`config.mk`:
```
export PLATFORM = sky130hd
export DESIGN_NAME = mult_round_pipe
export DESIGN_NICKNAME = d
export VERILOG_FILES = /design/src/rtl/mult_round_pipe.sv
export SDC_FILE = /design/constraint.sdc
export NUM_CORES = 1
export LEC_CHECK = 0
export CAP_MARGIN = 10
export CELL_PAD_IN_SITES_DETAIL_PLACEMENT = 1
export CELL_PAD_IN_SITES_GLOBAL_PLACEMENT = 2
export CORE_MARGIN = 5
export CORE_UTILIZATION = 29
export CTS_CLUSTER_SIZE = 14
export DETAILED_ROUTE_END_ITERATION = 7
export PLACE_DENSITY = 0.83
export SETUP_SLACK_MARGIN = 0.5
export SLEW_MARGIN = 20
export SYNTH_ARGS = -nofsm -noshare
export SYNTH_HDL_FRONTEND = slang
export SYNTH_SLANG_ARGS = --single-unit
```
`constraint.sdc`:
```
create_clock -name clk -period 5.6 [get_ports clk]
set_input_delay 0.84 -clock clk [delete_from_list [all_inputs] [get_ports clk]]
set_output_delay 0.84 -clock clk [all_outputs]
set_load 0.005 [all_outputs]
```
`src/rtl/mult_round_pipe.sv`:
```
`default_nettype none
// ============================================================================
// Module      : mult_round_pipe
// Description : Two-stage rounding and renormalisation back end for a
//               floating-point multiplier, with valid/ready handshaking.
//               Stage 1 decides the rounding increment from the guard and
//               sticky bits and adds it to the unrounded significand.
//               Stage 2 absorbs any carry-out by shifting the significand
//               and bumping the exponent, then holds the result for
//               downstream.
// Revision    : 1.0 - initial release
// ----------------------------------------------------------------------------
// Ports
//   clk            in   clock, rising edge
//   rst            in   synchronous active-high reset
//   in_valid       in   operand valid
//   in_ready       out  operand accepted this cycle when in_valid is high
//   round_mode     in   00 nearest-even, 01 toward zero, 10 +inf, 11 -inf
//   Sgn_X, Sgn_Y   in   operand signs
//   Sgf_PR         in   unrounded significand, hidden bit at MSB
//   Sgf_round_bits in   discarded bits; MSB = guard, rest = sticky
//   Exp_in         in   biased exponent before rounding
//   out_valid      out  result valid
//   out_ready      in   downstream accepts the result
//   Sgn_Info       out  result sign
//   Sgf_out        out  rounded, renormalised significand
//   Exp_out        out  exponent after rounding
//   inexact        out  nonzero bits were discarded
//   exp_ovf        out  exponent after rounding is all-ones
// ============================================================================
module mult_round_pipe #(
    parameter int W_Sgf = 23,
    parameter int W_Exp = 8
) (
    input  logic               clk,
    input  logic               rst,
    input  logic               in_valid,
    output logic               in_ready,
    input  logic [1:0]         round_mode,
    input  logic               Sgn_X,
    input  logic               Sgn_Y,
    input  logic [W_Sgf:0]     Sgf_PR,
    input  logic [W_Sgf-1:0]   Sgf_round_bits,
    input  logic [W_Exp-1:0]   Exp_in,
    output logic               out_valid,
    input  logic               out_ready,
    output logic               Sgn_Info,
    output logic [W_Sgf:0]     Sgf_out,
    output logic [W_Exp-1:0]   Exp_out,
    output logic               inexact,
    output logic               exp_ovf
);

    localparam logic [1:0] c_RM_NEAREST_EVEN = 2'b00;
    localparam logic [1:0] c_RM_TOWARD_ZERO  = 2'b01;
    localparam logic [1:0] c_RM_TOWARD_PINF  = 2'b10;
    localparam logic [1:0] c_RM_TOWARD_NINF  = 2'b11;

    // ------------------------------------------------------------------
    // Stage 1 combinational: rounding decision and increment
    // ------------------------------------------------------------------
    logic               w_guard;
    logic               w_sticky;
    logic               w_inexact_d;
    logic               w_sgn_d;
    logic               w_inc_d;
    logic [W_Sgf+1:0]   w_sum_d;

    assign w_guard     = Sgf_round_bits[W_Sgf-1];
    assign w_sticky    = |Sgf_round_bits[W_Sgf-2:0];
    assign w_inexact_d = w_guard | w_sticky;
    assign w_sgn_d     = Sgn_X ^ Sgn_Y;

    always_comb begin
        w_inc_d = 1'b0;
        case (round_mode)
            // Round up above half, or at exactly half when the LSB is odd.
            c_RM_NEAREST_EVEN: w_inc_d = w_guard & (w_sticky | Sgf_PR[0]);
            c_RM_TOWARD_ZERO:  w_inc_d = 1'b0;
            c_RM_TOWARD_PINF:  w_inc_d = w_inexact_d & ~w_sgn_d;
            c_RM_TOWARD_NINF:  w_inc_d = w_inexact_d &  w_sgn_d;
            default:           w_inc_d = 1'b0;
        endcase
    end

    // One extra bit on top catches the carry from 1.111..1 + ulp.
    assign w_sum_d = {1'b0, Sgf_PR} + {{(W_Sgf+1){1'b0}}, w_inc_d};

    // ------------------------------------------------------------------
    // Stage 1 registers
    // ------------------------------------------------------------------
    logic               s1_valid_q;
    logic               s1_sgn_q;
    logic               s1_inexact_q;
    logic [W_Sgf+1:0]   s1_sum_q;
    logic [W_Exp-1:0]   s1_exp_q;

    // ------------------------------------------------------------------
    // Stage 2 registers (drive the outputs directly)
    // ------------------------------------------------------------------
    logic               s2_valid_q;
    logic               s2_sgn_q;
    logic               s2_inexact_q;
    logic [W_Sgf:0]     s2_sgf_q;
    logic [W_Exp-1:0]   s2_exp_q;
    logic               s2_ovf_q;

    // ------------------------------------------------------------------
    // Flow control
    // ------------------------------------------------------------------
    logic w_s2_adv;
    logic w_s1_adv;

    // Stage 2 can take new data when it is empty or its result leaves now.
    assign w_s2_adv = ~s2_valid_q | out_ready;
    assign w_s1_adv = s1_valid_q & w_s2_adv;
    assign in_ready = ~s1_valid_q | w_s1_adv;

    // ------------------------------------------------------------------
    // Stage 2 combinational: renormalise on carry-out
    // ------------------------------------------------------------------
    logic               w_carry;
    logic [W_Sgf:0]     w_sgf_d;
    logic [W_Exp-1:0]   w_exp_d;
    logic               w_ovf_d;

    assign w_carry = s1_sum_q[W_Sgf+1];
    // On carry the sum is exactly 10.00..0, so the dropped LSB is zero and
    // shifting right does not require another rounding step.
    assign w_sgf_d = w_carry ? s1_sum_q[W_Sgf+1:1] : s1_sum_q[W_Sgf:0];
    assign w_exp_d = s1_exp_q + {{(W_Exp-1){1'b0}}, w_carry};
    assign w_ovf_d = &w_exp_d;

    // ------------------------------------------------------------------
    // Sequential
    // ------------------------------------------------------------------
    always_ff @(posedge clk) begin
        if (rst) begin
            s1_valid_q   <= 1'b0;
            s1_sgn_q     <= 1'b0;
            s1_inexact_q <= 1'b0;
            s1_sum_q     <= '0;
            s1_exp_q     <= '0;
            s2_valid_q   <= 1'b0;
            s2_sgn_q     <= 1'b0;
            s2_inexact_q <= 1'b0;
            s2_sgf_q     <= '0;
            s2_exp_q     <= '0;
            s2_ovf_q     <= 1'b0;
        end else begin
            // When in_ready is high, stage 1 is either empty or emptying
            // into stage 2 this cycle, so it can be overwritten.
            if (in_ready) begin
                s1_valid_q <= in_valid;
                if (in_valid) begin
                    s1_sgn_q     <= w_sgn_d;
                    s1_inexact_q <= w_inexact_d;
                    s1_sum_q     <= w_sum_d;
                    s1_exp_q     <= Exp_in;
                end
            end
            // Output fields only change when a new result lands, so a
            // stalled result stays stable.
            if (w_s2_adv) begin
                s2_valid_q <= s1_valid_q;
                if (s1_valid_q) begin
                    s2_sgn_q     <= s1_sgn_q;
                    s2_inexact_q <= s1_inexact_q;
                    s2_sgf_q     <= w_sgf_d;
                    s2_exp_q     <= w_exp_d;
                    s2_ovf_q     <= w_ovf_d;
                end
            end
        end
    end

    assign out_valid = s2_valid_q;
    assign Sgn_Info  = s2_sgn_q;
    assign Sgf_out   = s2_sgf_q;
    assign Exp_out   = s2_exp_q;
    assign inexact   = s2_inexact_q;
    assign exp_ovf   = s2_ovf_q;

endmodule
`default_nettype wire

```
**Word-level counts from Yosys, hierarchy flattened**

Index checks and enable logic that the tools add are counted.

- Output and inout port bits: 37
- Logic and storage cells: 35
- Bits in registers: 72

- Reductions and logical operators: 5
- Add/sub/neg operators: 2
- Bitwise gates (word level): 12
- Eq/ne operators: 3
- Muxes and demuxes: 2

Operators by type and width:

| cell | count |
|---|---|
| 24-bit by 1-bit adder with 25-bit output | 1 |
| 24-bit 2-to-1 mux | 1 |
| 22-bit OR reduction | 1 |
| 8-bit by 1-bit adder with 8-bit output | 1 |
| 8-bit AND reduction | 1 |
| 1-bit AND | 4 |
| 2-bit equality test, second input constant | 2 |
| 1-bit OR | 4 |
| 1-bit one-hot mux with 4 select lines | 1 |
| 2-bit AND reduction | 2 |
| 1-bit inverter | 3 |
| 2-bit by 1-bit equality test with 1-bit output, second input constant | 1 |
| 2-bit zero test | 1 |
| 1-bit bitwise XOR | 1 |

**Depth between registers and ports, before layout**

Gate-level depths: netlist of the first run.

- Depth after elaboration: 5
- Depth in mapped cells: 11
- Mapped depth without buffers: 10

**Worst setup path before layout of the first run**

No wires, ideal clock.

- Path kind: input port to flip-flop
- Start point: input Sgn_Y
- End point: register s1_sum_q[22]
- Cell stages on the path: 11
- Setup slack: 2.435 ns
- Data arrival time: 3.074 ns
- Path buffers: 1
- Path through: xor2_1 nand2_1 xnor2_1 a221oi_1 ha_1 ha_1 nand2_1 or3_1 clkbuf_1 or4_1 a311oi_1

- Longest elaborated chain between the ends: 5
- Elaborated cells on any way between the ends: 6
- Those cells by class: add/sub: 1; mux: 1; bitwise: 4

Ends and longest elaborated chain:

| what | line | source |
|---|---|---|
| start, declared | 41 | `input logic Sgn_Y,` |
| 1-bit bitwise XOR (*) | 72 | `assign w_sgn_d = Sgn_X ^ Sgn_Y;` |
| 1-bit inverter | 80 | `c_RM_TOWARD_PINF: w_inc_d = w_inexact_d & ~w_sgn_d;` |
| 1-bit AND | 80 |  |
| 1-bit one-hot mux with 4 select lines (*) | 76 | `case (round_mode)` |
| 24-bit by 1-bit adder with 25-bit output (*) | 87 | `assign w_sum_d = {1'b0, Sgf_PR} + {{(W_Sgf+1){1'b0}}, w_inc_d};` |
| end signal, assigned | 158 | `s1_sum_q <= w_sum_d;` |
| end, declared | 95 | `logic [W_Sgf+1:0] s1_sum_q;` |

Every way passes the cells marked *; elsewhere a longest branch is shown, timed or not.
A chain may end at the register's enable or synchronous reset.

**Worst setup path after layout of the first run**

- Start point: input Sgn_X
- End point: register s1_sum_q[20]

- Longest elaborated chain between the ends: 5
- Elaborated cells on any way between the ends: 6
- Those cells by class: add/sub: 1; mux: 1; bitwise: 4

Ends and longest elaborated chain:

| what | line | source |
|---|---|---|
| start, declared | 40 | `input logic Sgn_X,` |
| 1-bit bitwise XOR (*) | 72 |  |
| 1-bit inverter | 80 |  |
| 1-bit AND | 80 |  |
| 1-bit one-hot mux with 4 select lines (*) | 76 |  |
| 24-bit by 1-bit adder with 25-bit output (*) | 87 |  |

Marked as above.

==> results of run 1 <==
==> cell type report <==
type                       count  share of cell area
inverter                       5             0.00386
clock inverter                 3              0.0185
sequential                    72               0.297
timing repair buffer         103               0.209
multi-input combinational    294               0.385
tap                          143              0.0368
clock buffer                  12              0.0507
==> per-stage QoR <==
stage          total power [uW]  hold WS (ns)
5_1_grt                    1470         0.490
3_3_place_gp                769         0.444
4_1_cts                    1430         0.466
6_report                   1420         0.461
2_1_floorplan               662         0.436
3_5_place_dp                775         0.459
==> registers in the layout, summed over array words and instances, names as in the netlist <==
name          cells
Exp_out           8
Sgf_out          24
s1_inexact_q      1
out_valid         1
inexact           1
exp_ovf           1
Sgn_Info          1
s1_sgn_q          1
s1_exp_q          8
s1_sum_q         25
s1_valid_q        1
==> layer usage <==
layer / global-route usage / up-vias / share of wire / wire length [um]
met3: 0.0325 / 12 / 0.051 / 481
met5: 0 / - / 0 / 0
met2: 0.200 / 74 / 0.43 / 4080
met1: 0.188 / 1411 / 0.50 / 4790
li1: - / 1630 / - / -
met4: 0.0574 / 0 / 0.014 / 136
==> synthesized netlist by cell type (all sizes together) (7+ instances only) <==
library cell,instances
a211oi,44
a21oi,16
a311oi,9
clkbuf,24
dfxtp,72
mux2i,27
nand2,38
nand3,11
nand4,7
nor2,69
nor4,9
o31ai,7
or4,7
xnor2,17
==> cell families after synthesis <==
kind of cell,Yosys count
multiplexers,27
XOR/XNOR,22
buffers and inverters,33
flip-flops,72
AO/OA/AOI/OAI,81
AND/OR/NAND/NOR,159
adder cells (fa/ha/maj),5
==> worst paths after layout <==
| path | startpoint | to | depth (start not counted) |
|---|---|---|---|
| hold / removal | s1_sgn_q | s1_sgn_q | 2 |
| setup reg to reg | out_valid | exp_ovf | 5 |
| setup / recovery | Sgn_X | s1_sum_q[20] | 11 |
| hold reg to reg | s1_sgn_q | s1_sgn_q | 2 |
==> power by group <==
group          internal [uW]  switching [uW]  leakage [uW]
clock                    445             209      0.000163
combinational            104            85.3      0.000847
sequential               547            24.4      0.000594
==> placed cells by master (no fill, tap or decap), types with 2 or more instances in the layout <==
| master | netlist | final |
|---|---|---|
| sky130_fd_sc_hd__a21oi_1 | 16 | 15 |
| sky130_fd_sc_hd__xnor2_1 | 17 | 17 |
| sky130_fd_sc_hd__nor3_1 | 5 | 5 |
| sky130_fd_sc_hd__nor4_1 | 9 | 9 |
| sky130_fd_sc_hd__dfxtp_1 | 72 | 72 |
| sky130_fd_sc_hd__or4_1 | 7 | 7 |
| sky130_fd_sc_hd__o31ai_1 | 7 | 7 |
| sky130_fd_sc_hd__clkbuf_1 | 23 | 2 |
| sky130_fd_sc_hd__xor2_1 | 5 | 5 |
| sky130_fd_sc_hd__buf_4 | 0 | 4 |
| sky130_fd_sc_hd__inv_1 | 5 | 5 |
| sky130_fd_sc_hd__a211oi_1 | 44 | 44 |
| sky130_fd_sc_hd__or3_1 | 4 | 4 |
| sky130_fd_sc_hd__nor2_1 | 69 | 69 |
| sky130_fd_sc_hd__clkdlybuf4s50_1 | 0 | 98 |
| sky130_fd_sc_hd__ha_1 | 5 | 5 |
| sky130_fd_sc_hd__bufinv_16 | 0 | 3 |
| sky130_fd_sc_hd__nand3_1 | 11 | 11 |
| sky130_fd_sc_hd__clkbuf_16 | 0 | 9 |
| sky130_fd_sc_hd__nand2_1 | 38 | 38 |
| sky130_fd_sc_hd__o21ai_0 | 2 | 2 |
| sky130_fd_sc_hd__nand4_1 | 6 | 6 |
| sky130_fd_sc_hd__a311oi_1 | 9 | 9 |
| sky130_fd_sc_hd__mux2i_1 | 27 | 27 |
==> critical path: stages <==
cell and delay, ns:
sky130_fd_sc_hd__clkdlybuf4s50_1 0.47, sky130_fd_sc_hd__xor2_1 0.23, sky130_fd_sc_hd__nand2_1 0.10, sky130_fd_sc_hd__xnor2_1 0.13
sky130_fd_sc_hd__a221oi_1 0.30, sky130_fd_sc_hd__ha_1 0.24, sky130_fd_sc_hd__ha_1 0.23, sky130_fd_sc_hd__nand2_1 0.15
sky130_fd_sc_hd__or3_1 0.48, sky130_fd_sc_hd__or4_1 0.44, sky130_fd_sc_hd__a311oi_1 0.28
==> results list, run 1 <==
- Of the synthesized area, sequential elements account for 0.422.
- Horizontal die dimension: approximately 120 um
- Final cycle utilization of the critical path: 0.653
- Multiplexer fraction of the synthesized cell area: 0.0791
- Fraction of registers with async set/reset: 0
* Pre-CTS worst setup slack: ~1.6 ns
- The final layout contains routed wiring with a total length of about 9500 um.
- Vias: roughly 3.1k
- Post-route insts no fill: approximately 630
- At the end of the flow the core is filled with cells to 0.424.
* Leakage power summed over all cells: ~0.0016 uW
- Total power divided by cell area: approximately 290 nW/um^2
* Post-route DRC violation count: 0
- Adding up every negative setup slack in the final design gives 0 ns.
- For this run, the top clock speed supported by timing is 273 MHz.
- In this run the clock root is driven by a sky130_fd_sc_hd__clkbuf_16.
- Via count of the first global-routing pass: 3201
- Source-to-sink clock delay at the later pin of the worst-skew pair: 0.32 ns
- For flop-to-flop paths, the worst setup slack is about 3.6 ns.
- Cell area after synthesis: between 3000 and 4000 sq um
- Worst-margin pin slew: approximately 0.76 ns
- In the final routed layout, each cell accounts on average for ~15 um.
- At the end of routability-driven placement, the weighted congestion stood at 0.804.
* Area contributors post-synth: sky130_fd_sc_hd__dfxtp_1, sky130_fd_sc_hd__a211oi_1, sky130_fd_sc_hd__mux2i_1
- Final instance area: 4860 sq um
- The placed instances occupy a cell area of 4520 sq um.
- Via density per instance: between 4 and 5
- Placed insts: 617
* Kind of end point of the critical path: flop
* Congestion Overflow GR: 0
- Final critical path time including I/O delays and setup: ~3.7 ns
* Layout cells sized above 1: 0.0450
* Setup crit start kind: input pin
- Buffers placed on the I/O ports in this run total 99.
* Number of unique standard cell types used by synthesis: 34
- Setup repair after global routing left no endpoint under its margin.
- Once routing completed, OpenROAD measured the worst setup slack at slightly below 2 ns.
* Diode insertion count for antenna repair: 0
* Max transition margin: 0.492
- Critical path arrival: 3.89 ns
- Of the total synthesized cell area, the portion taken by XOR and XNOR cells is 0.0564.
- Relative area change from synthesis to final layout: 42.3%
- TritonCTS Sinks: between 70 and 80
- The filler cells instantiated in the layout total ~1.3k.
* Post-CTS setup buffer count: 0
- In this run the deepest clock path goes through 2 buffers.
- From bottom edge to top edge, the die measures 119 um.
- Count of boundary I/O pins: 100
- Number of max-capacitance violations reported: 0
- The H-tree was split into 3 levels.
- The run finished with clean final reports.
- Setup violations remaining at the end of the flow were counted as 0.
* Start-to-end type of the worst setup path: in -> reg
- By area, the combinational part of the netlist is dominated by simple AND/OR/NAND/NOR gates.
- The number of max-slew violations in the final report is 0.
- Number of flops mapped to enable cells by yosys: 0
* Clock transition at the registers of the reported paths: around 0.06 ns
- The min-delay analysis places its worst path in the category reg -> reg.
- The first global-routing pass estimated between 15000 and 20000 um of wire.
- Cts bufs inserted: 9
- Yosys printed 0 warnings.
- The share of synthesized area in the top cell type comes to 0.422.
- WP data required: roughly 6 ns
- Area fraction in compound gates after synthesis: 0.169
- Gate count after technology mapping: around 400
* Worst-case vdd ir drop: roughly 0.00014 V
* FF/Latch Area: ~1400 sq um
* Dpl hpwl: just over 7000 um
- The final layout contains approximately 550 nets.
* Synthesized-area fraction occupied by adder cells: 0.0183
- Initial standard-cell utilization of the core: 0.298
* Number of DRC markers in iteration 0: 195
- Post-synthesis register bit count: 72
- Across every metal layer, demand over resource in global routing totals 0.135.
* Leading area contributor after synthesis: sky130_fd_sc_hd__dfxtp_1
- For this design, the CTS-stage hold fixing added 0 buffers.
- Top FF cell, synth: sky130_fd_sc_hd__dfxtp_1
* Overall die area: 14100 sq um
* Number of antenna-violating nets in the routed design: 0
* Synthesized area per cell: 8.56 sq um
* Initial antenna violation count: 0
* Worst clock skew: between 0.004 and 0.005 ns
- Total nets after synthesis: 467
- In the final layout, the multi-input gates occupy about 1900 sq um.
- For this run, the detailed router's first-pass iteration total came to 4.
* Placeable core area: roughly 11000 sq um
* Synthesized-area fraction occupied by and/or/nand/nor cells: 0.219
* Number of core rows: 39
- TritonCTS built the clock tree.
* Total count of hold-check failures in the final report: 0
- Pin count of the biggest net entering global routing: 74
* Post-cts gate resize count: 0
- Along the worst path, the maximum fanout reaches 8.
Note: power is estimated with default switching activity, not from simulation.
==> run 2, diff against run 1 <==
--- a/config.mk
+++ b/config.mk
@@ -9,10 +9,10 @@
 export CELL_PAD_IN_SITES_DETAIL_PLACEMENT = 1
 export CELL_PAD_IN_SITES_GLOBAL_PLACEMENT = 2
 export CORE_MARGIN = 5
-export CORE_UTILIZATION = 29
+export CORE_UTILIZATION = 25
 export CTS_CLUSTER_SIZE = 14
 export DETAILED_ROUTE_END_ITERATION = 7
-export PLACE_DENSITY = 0.83
+export PLACE_DENSITY = 0.76
 export SETUP_SLACK_MARGIN = 0.5
 export SLEW_MARGIN = 20
 export SYNTH_ARGS = -nofsm -noshare
==> constraint.sdc (replaced) <==
create_clock -name clk -period 3.3 [get_ports clk]
set_input_delay 0.495 -clock clk [delete_from_list [all_inputs] [get_ports clk]]
set_output_delay 0.495 -clock clk [all_outputs]
set_load 0.005 [all_outputs]
==> run 2 against run 1 <==
- combinational power increased by 77%
- clock power increased by 40%
- clock skew increased by 0.0011 ns
- global-route usage decreased by 0.99 points
- clock-buffer cell count increased by 2
- sequential share of layout area decreased by 0.92 points
- utilization decreased by 4.8 points
- die area increased by 15%
- highest routed layer unchanged
==> results list, run 2 (same netlist as run 1, synthesis figures left out) <==
- The number of inserted diodes came to 0 (unchanged).
- Outcome: finished clean (unchanged).
- Total count of hold-check failures in the final report: 0 (unchanged)
- Commonest cells after routing, fill and taps aside: sky130_fd_sc_hd__dfxtp_1, sky130_fd_sc_hd__clkdlybuf4s50_1, sky130_fd_sc_hd__nor2_1, sky130_fd_sc_hd__a211oi_1, sky130_fd_sc_hd__nand2_1 (was sky130_fd_sc_hd__clkdlybuf4s50_1, sky130_fd_sc_hd__dfxtp_1, sky130_fd_sc_hd__nor2_1, sky130_fd_sc_hd__a211oi_1, sky130_fd_sc_hd__nand2_1).
- The flip-flop count of the largest register, all copies and words added is 25 (unchanged).
* Via density per instance: 4.71 (was 4.95)
- The height of the die came to 127 um (was 119 um).
* Initial antenna violation count: 0 (unchanged)
- The number of sinks on the clock net was 72 (unchanged).
- Mean routed wirelength per cell: 14.8 um (was 15.0 um)
- The wire length of the first global-routing pass came to 16400 um (was 15800 um).
* All-layer global routing usage: 0.125 (was 0.135)
- The half-perimeter wire length after placement came to 7760 um (was 7210 um).
- Kind of cell adding the most delay to the critical path: simple AND/OR/NAND/NOR gates (unchanged)
- Final instance area: 5020 sq um (was 4860 sq um)
* Max transition margin: 0.554 (was 0.492)
* Launch point of the worst hold path: s1_sum_q[0] (was s1_sgn_q)
- Number of DRC markers in iteration 0: 84 (was 195)
- The final antenna-violating net count is 0 (unchanged).
- Source-to-sink clock delay at the later pin of the worst-skew pair: 0.32 ns (about the same)
* Final Wtd Congestion: 0.784 (was 0.804)
* Horizontal die dimension: 127 um (was 119 um)
- End-of-flow core utilization: 0.376 (was 0.424)
* Cts bufs inserted: 9 (unchanged)
* Leakage power summed over all cells: 0.00169 uW (was 0.00160 uW)
* Count of boundary I/O pins: 100 (unchanged)
- The post-place instance area is 4650 sq um (was 4520 sq um).
- The worst flop-to-flop path startpoint is out_valid (unchanged).
* First-pass iteration count of the detailed router: 4 (unchanged)
- The slowest library cell on the worst path is sky130_fd_sc_hd__or4_4 (was sky130_fd_sc_hd__or3_1).
- CTS tree: yes (unchanged)
* Clk root buf: sky130_fd_sc_hd__clkbuf_16 (unchanged)
- Worst-margin pin slew: 0.669 ns (was 0.762 ns)
- The remaining design rule violation count was 0 (unchanged).
* Kind of end point of the critical path: flop (unchanged)
- Register with the most flip-flops: s1_sum_q (unchanged)
* Worst-case vdd ir drop: 0.000238 V (was 0.000138 V)
- Total power divided by cell area: 442 nW/um^2 (was 291 nW/um^2)
- Congestion Overflow GR: 0 (unchanged)
* Maximum cell stage delay along the critical path: 0.53 ns (was 0.48 ns)
- Initial standard-cell utilization of the core: 0.256 (was 0.298)
- Layout net count: 566 (was 553)
* Ordered cell list for the critical path: clkdlybuf4s50_1 -> inv_1 -> a221oi_2 -> ha_2 -> ha_4 -> nand2_2 -> or3_4 -> or4_4 -> a311oi_2 (was clkdlybuf4s50_1 -> xor2_1 -> nand2_1 -> xnor2_1 -> a221oi_1 -> ha_1 -> ha_1 -> nand2_1 -> or3_1 -> or4_1 -> a311oi_1)
* Sum of routed wire length over all layers: 10000 um (was 9490 um)
- Register-to-register setup slack: 1.58 ns (was 3.57 ns)
- Worst hold path type: reg -> reg (unchanged)
* Placeable core area: 13300 sq um (was 11500 sq um)
- The start point of the critical path is Sgf_round_bits[22] (was Sgn_X).
- CP max FO: 5 (was 8)
- The deepest clock path buffer count is 2 (unchanged).
* Overall die area: 16100 sq um (was 14100 sq um)
- Via count of the first global-routing pass: 3292 (was 3201)
- Max Slew Vio Count: 0 (unchanged)
- The fraction of final layout cells sized beyond drive strength 1 came to 0.109 (was 0.0450).
- WP data required: 3.54 ns (was 5.83 ns)
- In the finished design, the share of the clock period the worst path needs comes to 0.816.
- Number of H-tree levels: 3 (unchanged)
* Worst clock skew: 0.00549 ns (was 0.00434 ns)
- Worst path bufs/invs: 2 (was 1)
- Setup repair after global routing missed its margin: true (was false).
- Relative area change from synthesis to final layout: 46.8% (was 42.3%)
- Start-to-end type of the worst setup path: in -> reg (unchanged)
- Clock transition at the registers of the reported paths: 0.06 ns (about the same)
* Final critical path time including I/O delays and setup: around 2.7 ns
- The largest net degree at the start of global routing was 63 (was 74).
- The number of port buffers came to 99 (unchanged).
- Critical path arrival: 2.93 ns (was 3.89 ns)
* Count of final setup violators: 0 (unchanged)
* Number of core rows: 42 (was 39)
- The via total after detailed routing came to 3198 (was 3127).
- Setup crit start kind: input pin (unchanged)
- Number of max-capacitance violations reported: 0 (unchanged)
- Achievable Freq: 371 MHz
[run 2: final timing paths]
path,to,depth (start not counted)
hold / removal,s1_sum_q[0],2
setup / recovery,s1_sum_q[20],9
setup reg to reg,Sgf_out[17],5
hold reg to reg,s1_sum_q[0],2
[run 2: worst register-to-register path, delay by kind of cell (launching register included)]
kind,cells,cell delay [ns]
simple gates,3,0.79
flops,1,0.32
buf+inv,1,0.29
compound gates,1,0.23
[run 2: cell type report]
class / count / area [sq um]
inverter: 5 / 18.8
sequential: 72 / 1440
clock inverter: 2 / 12.5
multi-input combinational: 294 / 1960
fill: 1586 / 8330
timing repair buffer: 116 / 1090
tap: 176 / 220
clock buffer: 14 / 274
[run 2: layer usage]
metal  vias to the layer above  track usage  part of all wire
met3                         9       0.0298             0.047
met4                         0       0.0435             0.015
met5                         -            0                 0
met2                        73        0.192              0.45
met1                      1463        0.173              0.49
li1                       1653            -                 -
[run 2: stage by stage]
step           total power [uW]  instances  worst slack, ns  hold WS (ns)  TNS, ns
6_report                   2220        679            0.606         0.462        0
5_1_grt                    2330        679            0.495         0.499        0
4_1_cts                    2250        679            0.513         0.470        0
3_5_place_dp               1330        658           -0.113         0.465   -0.235
3_3_place_gp               1320        658           0.0167         0.448        0
2_1_floorplan              1120        399            0.542         0.436        0
[run 2: report_power, final]
group	leakage, uW	internal (uW)	switching [uW]
logic	0.000959	181	155
registers	0.000594	928	41.5
clock network	0.000139	569	343
total	0.00169	1680	539
[run 2: repair_timing]
action / in CTS / in global routing
hold buffers: 0 / 0
pin swaps: 15 / 10
setup buffers: 5 / 0
endpoints found under the setup margin: 9 / 7
resized for setup: 41 / 7
==> run 3, diff against run 2 <==
==> constraint.sdc (replaced) <==
create_clock -name clk -period 2.35 [get_ports clk]
set_input_delay 0.3525 -clock clk [delete_from_list [all_inputs] [get_ports clk]]
set_output_delay 0.3525 -clock clk [all_outputs]
set_load 0.005 [all_outputs]
==> run 3 against run 2 <==
- the flow now finishes with violations (setup timing)
- worst hold slack got worse by 0.021 ns
- largest cell class unchanged
- combinational power increased by 69%
- highest routed layer unchanged
- critical path type unchanged
- critical path depth increased by 2
==> results list, run 3 (same netlist as run 1, synthesis figures left out) <==
* Layout cells sized above 1: 0.250 (was 0.109)
- The slowest library cell on the worst path was sky130_fd_sc_hd__or4_1 (was sky130_fd_sc_hd__or4_4).
- The CTS tree is yes (unchanged).
- Number of buffers added on ports: 99 (unchanged)
- The count of fill cells added during filler insertion came to 1527 (was 1586).
- Via density per instance: 4.85 (was 4.71)
- The remaining design rule violation count came to 0 (unchanged).
- The total core area was 13300 sq um (unchanged).
- Relative contribution of combinational cells to total power: 0.167 (was 0.151)
* Source-to-sink clock delay at the later pin of the worst-skew pair: 0.33 ns (was 0.32 ns)
- The global-route total usage across every layer is 0.137 (was 0.125).
- The post-route cell area was 5580 sq um (was 5020 sq um).
- Register with the most flip-flops: s1_sum_q (unchanged)
- Worst clock skew: 0.00472 ns (was 0.00549 ns)
* Worst path bufs/invs: 2 (unchanged)
- TritonCTS Sinks: 72 (unchanged)
- Clk root buf: sky130_fd_sc_hd__clkbuf_16 (unchanged)
- Setup repair after global routing missed its margin: true (unchanged).
- Clock transition at the registers of the reported paths: 0.06 ns (about the same)
- Kind of cell adding the most delay to the critical path: simple AND/OR/NAND/NOR gates (unchanged)
- Relative contribution of sequential cells to total power: 0.401 (was 0.437)
* Outcome: finished, violations left (was finished clean)
* Final cycle utilization of the critical path: 1.03
- Placed insts: 680 (was 658)
- Final critical path time including I/O delays and setup: 2.42 ns
* Congestion Overflow GR: 0 (unchanged)
- The number of clock buffers inserted by TritonCTS came to 9 (unchanged).
* Clock share of power: 0.432 (was 0.412)
- Max transition margin: 0.614 (was 0.554)
* Maximum cell stage delay along the critical path: 0.50 ns (was 0.53 ns)
* Ordered cell list for the critical path: buf_8 -> xor2_4 -> nand2_2 -> xnor2_2 -> a221oi_4 -> ha_2 -> buf_6 -> nand3_4 -> or3_4 -> or4_1 -> a311oi_1 (was clkdlybuf4s50_1 -> inv_1 -> a221oi_2 -> ha_2 -> ha_4 -> nand2_2 -> or3_4 -> or4_4 -> a311oi_2)
- Final worst setup slack: -0.0667 ns (was 0.606 ns)
- The deepest clock path buffer count is 2 (unchanged).
* Number of max-capacitance violations reported: 0 (unchanged)
- Worst-margin pin slew: 0.579 ns (was 0.669 ns)
- The number of max-slew violations in the final report came to 0 (unchanged).
* Commonest cells after routing, fill and taps aside: sky130_fd_sc_hd__dfxtp_1, sky130_fd_sc_hd__clkdlybuf4s50_1, sky130_fd_sc_hd__nor2_1, sky130_fd_sc_hd__a211oi_1, sky130_fd_sc_hd__nand2_1 (unchanged)
- Final Wtd Congestion: 0.742 (was 0.784)
* Wire length of the first global-routing pass: 17900 um (was 16400 um)
- The half-perimeter wire length after placement was 8130 um (was 7760 um).
- The die area came to 16100 sq um (unchanged).
- The number of endpoints failing setup at the final stage came to 4 (was 0).
* Psw: 855 uW (was 539 uW)
- Sum of routed wire length over all layers: 11200 um (was 10000 um)
- Horizontal die dimension: 127 um (unchanged)
* Via count of the first global-routing pass: 3650 (was 3292)
* Flip-flop count of the largest register after layout: 25 (unchanged)
- Initial standard-cell utilization of the core: 0.256 (unchanged)
- Number of core rows: 42 (unchanged)
* Cells on worst reg2reg path: 6 (was 5)
* Vertical die dimension: 127 um (unchanged)
* Pre-CTS worst setup slack: -0.919 ns (was -0.113 ns)
- The largest net degree at the start of global routing came to 67 (was 63).
* Kind of end point of the critical path: flop (unchanged)
- The worst endpoint required time is 2.59 ns (was 3.54 ns).
- The number of hold violations in the final report came to 0 (unchanged).
- Total power divided by cell area: 608 nW/um^2 (was 442 nW/um^2)
* Start-to-end type of the worst setup path: in -> reg (unchanged)
- The peak supply drop came to 0.000309 V (was 0.000238 V).
- The signal arrival time at the worst endpoint is 2.66 ns (was 2.93 ns).
- Violations in the final reports: setup timing
- The average wire length per cell after detail routing was 15.9 um (was 14.8 um).
* Number of H-tree levels: 3 (unchanged)
- Levels on crit path: 11 (was 9)
- First-pass iteration count of the detailed router: 4 (unchanged)
- Layout net count: 592 (was 566)
* Number of antenna-violating nets in the routed design: 0 (unchanged)
* Vias: 3420 (was 3198)
- Worst hold path type: in -> reg (was reg -> reg)
* Achievable Freq: 414 MHz
- Initial antenna violation count: 0 (unchanged)
- The post-place instance area was 4890 sq um (was 4650 sq um).
- The number of standard cells in the layout, taps in and fillers out came to 705 (was 679).
- The library cell used most frequently in the layout, excluding fill and tap cells, is sky130_fd_sc_hd__dfxtp_1.
- Number of DRC markers in iteration 0: 120 (was 84)
- Diode insertion count for antenna repair: 0 (unchanged)
* Worst Hold Depth: 5 (was 2)
* CP max FO: 4 (was 5)
* Relative area change from synthesis to final layout: 63.4% (was 46.8%)
* Switching power as a share of total power: 0.252 (was 0.243)
- The type of origin of the critical path is an input pin (unchanged).
- The internal power component came to 2540 uW (was 1680 uW).
* Count of boundary I/O pins: 100 (unchanged)
- Leakage power summed over all cells: 0.00194 uW (was 0.00169 uW)
run 3: cell count changes in the layout (fill, tap and decap cells not counted), sizes merged:
cell	previous run	this run
clkbuf	16	10
dlygate4sd2	24	7
clkdlybuf4s50	72	69
clkdlybuf4s15	0	3
bufinv	0	2
clkinv	1	2
buf	18	62
clkinvlp	1	3
run 3: final cells by class:
| type | count | area, sq um | share of cell area |
|---|---|---|---|
| multi-input combinational | 294 | 2260 | 0.404 |
| sequential | 72 | 1440 | 0.258 |
| timing repair buffer | 142 | 1330 | 0.237 |
| clock buffer | 9 | 225 | 0.0403 |
| tap | 176 | 220 | 0.0394 |
| clock inverter | 7 | 96.3 | 0.0173 |
| inverter | 5 | 18.8 | 0.00336 |
run 3: final timing paths:
kind	start	end	slack, ns
hold / removal	Sgn_X	s1_sgn_q	0.44
setup reg to reg	s1_sum_q[24]	exp_ovf	0.63
hold reg to reg	s1_sgn_q	s1_sgn_q	0.46
setup / recovery	Sgn_Y	s1_sum_q[19]	-0.07
run 3: worst min-delay path, stage by stage:
cell and delay (ns):
sky130_fd_sc_hd__buf_6 0.08, sky130_fd_sc_hd__xor2_4 0.06, sky130_fd_sc_hd__buf_4 0.12, sky130_fd_sc_hd__nand2_1 0.05, sky130_fd_sc_hd__a21oi_1 0.05
run 3: power by group through the flow:
stage	registers (uW)	clock network (uW)	logic (uW)
global placement	1380	0	505
floorplan	1370	0	211
finish	1360	1470	567
global route	1370	1550	616
detailed placement	1390	0	516
CTS	1360	1500	527
run 3: what timing repair did:
item                       in CTS  in global routing
pin swaps                      43                 24
hold buffers                    0                  0
setup endpoints to repair      25                 25
resized for setup             109                 45
setup buffers                   7                  2
run 3: per-layer routing:
metal  GRT usage  vias up  share of wire
met1       0.170     1655           0.46
met2       0.235       60           0.49
met4      0.0492        0          0.014
met3      0.0248       11          0.033
met5           0        -              0
li1            -     1694              -
run 3: metrics by stage:
stage | util | power (uW) | hold WS [ns] | setup TNS [ns]
4_1_cts | 0.398 | 3390 | 0.430 | -0.260
6_report | 0.418 | 3390 | 0.442 | -0.138
3_5_place_dp | 0.366 | 1900 | 0.459 | -11.26
5_1_grt | 0.418 | 3530 | 0.458 | -0.573
3_3_place_gp | 0.366 | 1890 | 0.446 | -11.00
2_1_floorplan | - | 1590 | 0.436 | -0.881
